<file path="src/rtl/multiport_regfile.sv">
// Multi-read-port register file with a sequential clear. Reads are registered (1 cycle). Optional write-to-read bypass: MULTIPORT_REGFILE_BYPASS_EN.
// No backpressure: while busy, writes are dropped, reads return rvalid=0, and clr_req is ignored.
module multiport_regfile #(
  parameter int WIDTH    = 16,
  parameter int DEPTH    = 32,
  parameter int ADDWIDTH = 5,
  parameter int NREAD    = 2
) (
  input  logic                      clk,
  input  logic                      reset,
  input  logic                      we,
  input  logic [ADDWIDTH-1:0]       waddr,
  input  logic [WIDTH-1:0]          wdata,
  input  logic [NREAD-1:0]          re,
  input  logic [NREAD*ADDWIDTH-1:0] raddr,
  output logic [NREAD*WIDTH-1:0]    rdata,
  output logic [NREAD-1:0]          rvalid,
  input  logic                      clr_req,
  output logic                      busy
);

  typedef enum logic {IDLE, CLEAR} state_t;

  localparam logic [ADDWIDTH:0]   DEPTH_W = (ADDWIDTH+1)'(DEPTH);
  localparam logic [ADDWIDTH-1:0] LAST    = ADDWIDTH'(DEPTH-1);

  state_t              state, state_nxt;
  logic [ADDWIDTH-1:0] clr_cnt, clr_cnt_nxt;
  logic [WIDTH-1:0]    mem [DEPTH];
  logic                wr_en;

  always_ff @(posedge clk or posedge reset) begin
    if (reset) begin
      state   <= IDLE;
      clr_cnt <= '0;
    end else begin
      state   <= state_nxt;
      clr_cnt <= clr_cnt_nxt;
    end
  end

  always_comb begin
    state_nxt   = state;
    clr_cnt_nxt = clr_cnt;
    if (state == IDLE) begin
      if (clr_req) begin
        state_nxt   = CLEAR;
        clr_cnt_nxt = '0;
      end
    end else begin
      clr_cnt_nxt = clr_cnt + 1'b1;
      if (clr_cnt == LAST) begin
        state_nxt   = IDLE;
        clr_cnt_nxt = '0;
      end
    end
  end

  assign busy  = (state == CLEAR);
  // Out-of-range writes are silently dropped.
  assign wr_en = we && !busy && ({1'b0, waddr} < DEPTH_W);

  always_ff @(posedge clk or posedge reset) begin
    if (reset) begin
      for (int i = 0; i < DEPTH; i++) mem[i] <= '0;
    end else if (busy) begin
      mem[clr_cnt] <= '0;
    end else if (wr_en) begin
      mem[waddr] <= wdata;
    end
  end

  for (genvar p = 0; p < NREAD; p++) begin : g_rd
    logic [ADDWIDTH-1:0] ra;
    logic                ra_ok;
    logic [WIDTH-1:0]    rd_word;
    logic [WIDTH-1:0]    rd_q;
    logic                rv_q;

    assign ra    = raddr[p*ADDWIDTH +: ADDWIDTH];
    assign ra_ok = ({1'b0, ra} < DEPTH_W);

    always_comb begin
      rd_word = '0;
      if (ra_ok) rd_word = mem[ra];
`ifdef MULTIPORT_REGFILE_BYPASS_EN
      if (wr_en && (waddr == ra)) rd_word = wdata;
`endif
    end

    always_ff @(posedge clk or posedge reset) begin
      if (reset) begin
        rd_q <= '0;
        rv_q <= 1'b0;
      end else if (re[p] && !busy) begin
        rd_q <= rd_word;
        rv_q <= 1'b1;
      end else begin
        rd_q <= '0;
        rv_q <= 1'b0;
      end
    end

    assign rdata[p*WIDTH +: WIDTH] = rd_q;
    assign rvalid[p]               = rv_q;
  end

endmodule
</file>
<file path="config.mk">
export PLATFORM = sky130hd
export DESIGN_NAME = multiport_regfile
export DESIGN_NICKNAME = d
export VERILOG_FILES = /design/src/rtl/multiport_regfile.sv
export SDC_FILE = /design/constraint.sdc
export NUM_CORES = 1
export LEC_CHECK = 0
export ABC_AREA = 0
export CAP_MARGIN = 0
export CORE_ASPECT_RATIO = 0.75
export CORE_UTILIZATION = 40
export CTS_CLUSTER_DIAMETER = 50
export DETAILED_ROUTE_END_ITERATION = 12
export PLACE_DENSITY = 0.69
export SETUP_SLACK_MARGIN = 0.4
export SLEW_MARGIN = 20
export SYNTH_ARGS = -nofsm -noshare
export SYNTH_HDL_FRONTEND = slang
export SYNTH_SLANG_ARGS = --single-unit
</file>
<file path="constraint.sdc">
create_clock -name clk -period 16.7 [get_ports clk]
set_input_delay 1.67 -clock clk [delete_from_list [all_inputs] [get_ports clk]]
set_output_delay 1.67 -clock clk [all_outputs]
set_load 0.005 [all_outputs]
</file>
==> out/summary.txt <==
I/O pin total - 72
cts repair resizes - 0
Peak VDD IR - 0.000112 V
Storage cell area - 0.0138 mm2
post-route setup TNS - 0 ns
routed wire length - 97.2 mm
number of DRC markers in iteration 0 - 2,783
root buffer cell - clkbuf_16
RSZ-0062 raised after global routing - false
HP Class - reg -> reg
DP Wirelength - 58.8 mm
number of synthesized flops with an enable pin - 0
Post-Syn Nets - 1,992
via/cell ratio - 7.15
area grow syn2layout - 10.2%
Crit Path Class - in -> reg
# fillers - 6,153
Port Buffers - 71
largest net degree at the start of global routing - 84
Slew headroom - 17.9%
Synth cell types - 40
outcome - complete, no violations
layout cell share with drive strength beyond 1 - 22.7%
Critical Path End Type - register
die width - 309 um
combinational family with the most area after synthesis - multiplexers
Post-CTS Hold Buffers - 0
Setup violations, final - 0
vias in the first global route - 20,600
post-synthesis simple-gate area fraction - 2.77%
LEAKAGE - 13.7 nW
Max stage delay on crit path - 1.24 ns
CTS buffer count - 55
global route overflow - 0
CTS sink cnt - 552
Critical Path Stages - 5
Synth Area in XOR/XNOR - 0.0618%
num rows - 84
Worst-Margin Slew - 1.23 ns
clock insertion delay at the later pin of the skew report - 0.63 ns
slowest CP cell - nor2_2
complex-gate fraction of the synthesized area - 21.2%
Primary FF master, synth - dfrtp_1
adder-cell share of the synthesized area - 0.221%
dpl cell area - 0.0293 mm2
Yosys reg bits - 552
worst path bufs/invs - 1
nets - 1,943
CTS HTree Levels - 2
antenna cells - 0
post-route ant nets - 0
startpoint types - input pin
Initial DRT Pass Iterations - 6
WHS - 0.517 ns
Worst Path Max Fanout - 17
synth top area cells - dfrtp_1, mux4_2, a22o_1, mux2i_1, buf_4
# Max-Cap Violations - 0
Residual DRC - 0
Final Cell Area - 0.0312 mm2
Multi-input gate area - 0.0133 mm2
CTS tree - built
Routed wire per std cell - 33.7 um
Top Family by Delay on Critical Path - simple AND/OR/NAND/NOR gates
Post-Synthesis Cells - 1,950
DR vias - 20,600
mux cell area share after synthesis - 22.3%
CP cell instances - clkdlybuf4s50_1, nand4bb_1, nor2_2, a21oi_2, a22o_1
GRT Util Overall - 27.2%
core area - 0.0701 mm2
register area share after synthesis - 48.8%
initial antenna violation count - 0
Synth top area share - 48.8%
setup bufs post-CTS - 0
f_max - 216 MHz
final period utilization - 27.8%
initial core utilization - 40.4%
global-route wire length before repair - 143 mm
Hold Path Depth - 1
CP arrival - 5.14 ns
Layout Skew - 0.0204 ns
Max Slew Vio Count - 0
largest area contributor in the netlist - dfrtp_1
post-synthesis cell area - 0.0283 mm2
power per cell area - 124 mW/mm2
clk slew on worst S/H paths - 0.06 ns
min cycle time layout - 4.64 ns
syn_area_per_cell - 14.5 um2
Worst Reg-to-Reg Cells - 4
die outline height - 232 um
Die ar. - 0.0719 mm2
WP data required - 17.20 ns
GP Congestion - 0.914
Post-synth ARST share - 100%
synth warn - 0
Final Hold Fails - 0
Clock Path Buffers - 3
final cells by class:
type | count | share of cell area (%)
Tap cell | 946 | 3.79
Inverter | 10 | 0.132
Clock buffer | 77 | 5.10
Sequential cell | 552 | 44.2
Timing Repair Buffer | 122 | 3.54
Multi-Input combinational cell | 1160 | 42.4
Clock inverter | 20 | 0.785
per-layer routing:
metal / GRT usage [%] / wire (um)
met5: 2.05 / 186
met4: 7.89 / 2850
met3: 12.1 / 15600
met2: 37.9 / 41000
met1: 37.7 / 37600
cells in the mapped netlist, drive strengths merged, types with 9 or more instances:
master and n:
o21ai 25, buf 144, mux4 224, a22o 512, a22oi 32, nor2 41, clkbuf 84, o2111ai 9
nand2 21, a221o 32, a21oi 32, a31oi 32, a221oi 23, dfrtp 552, mux2i 128, inv 10
metrics by stage:
stage	utilization, %	setup slack (ns)	std cells	power (mW)
final	44.6	12.06	2887	3.88
after global routing	44.6	12.00	2887	3.99
after CTS	44.5	11.59	2886	3.84
after detailed placement	41.8	10.97	2789	2.56
after global placement	41.8	11.16	2789	2.52
after floorplan	-	7.52	1950	2.28
cell families (layout without fill, tap and decap cells):
logic type / count (synthesis) / after routing
mux: 352 / 352
xor+xnor: 2 / 2
simple gates: 100 / 100
fa+ha+maj: 5 / 5
buf+inv: 238 / 229
flops: 552 / 552
compound gates: 701 / 701
worst paths after layout:
| check | end | from | slack (ns) |
|---|---|---|---|
| worst max-delay path | mem[97]$_DFFE_PP0P_ | waddr[1] | 12.06 |
| worst min-delay path | mem[306]$_DFFE_PP0P_ | mem[306]$_DFFE_PP0P_ | 0.52 |
| worst max register to register | mem[97]$_DFFE_PP0P_ | busy$_DFF_PP0_ | 12.90 |
| worst min register to register | mem[306]$_DFFE_PP0P_ | mem[306]$_DFFE_PP0P_ | 0.52 |
| max in group asynchronous | mem[507]$_DFFE_PP0P_ | reset | 12.48 |
| min in group asynchronous | clr_cnt[3]$_DFFE_PP0P_ | reset | 1.38 |
layout by cell type, fill, tap and decap left out, types with 6 or more instances in the layout:
master / instances
nor2_8: 8
buf_4: 49
nor2_2: 13
clkbuf_1: 11
a21oi_4: 12
clkbuf_8: 9
a221o_1: 32
mux2i_1: 128
inv_1: 7
clkdlybuf4s50_1: 65
clkinvlp_4: 6
nor2b_1: 6
and2_1: 6
a21oi_2: 20
a31oi_1: 32
nor2_1: 8
nor2_4: 12
a221oi_1: 23
nand2_1: 21
dfrtp_1: 552
clkbuf_16: 57
a22oi_1: 32
a22o_1: 512
clkinv_2: 8
o2111ai_1: 9
mux4_2: 224
o21ai_0: 25
sequential cells by signal, indices dropped and copies added, names as in the netlist:
signal,flops
clr_cnt,5
g_rd.rv_q,2
mem,512
busy,1
g_rd.rd_q,32
power breakdown:
| part | internal (mW) | leakage, nW | switching [mW] |
|---|---|---|---|
| registers | 1.54 | 7.63 | 0.180 |
| clock network | 0.739 | 0.891 | 0.553 |
| logic | 0.383 | 5.14 | 0.483 |
Power figures use the tool's default switching activity.
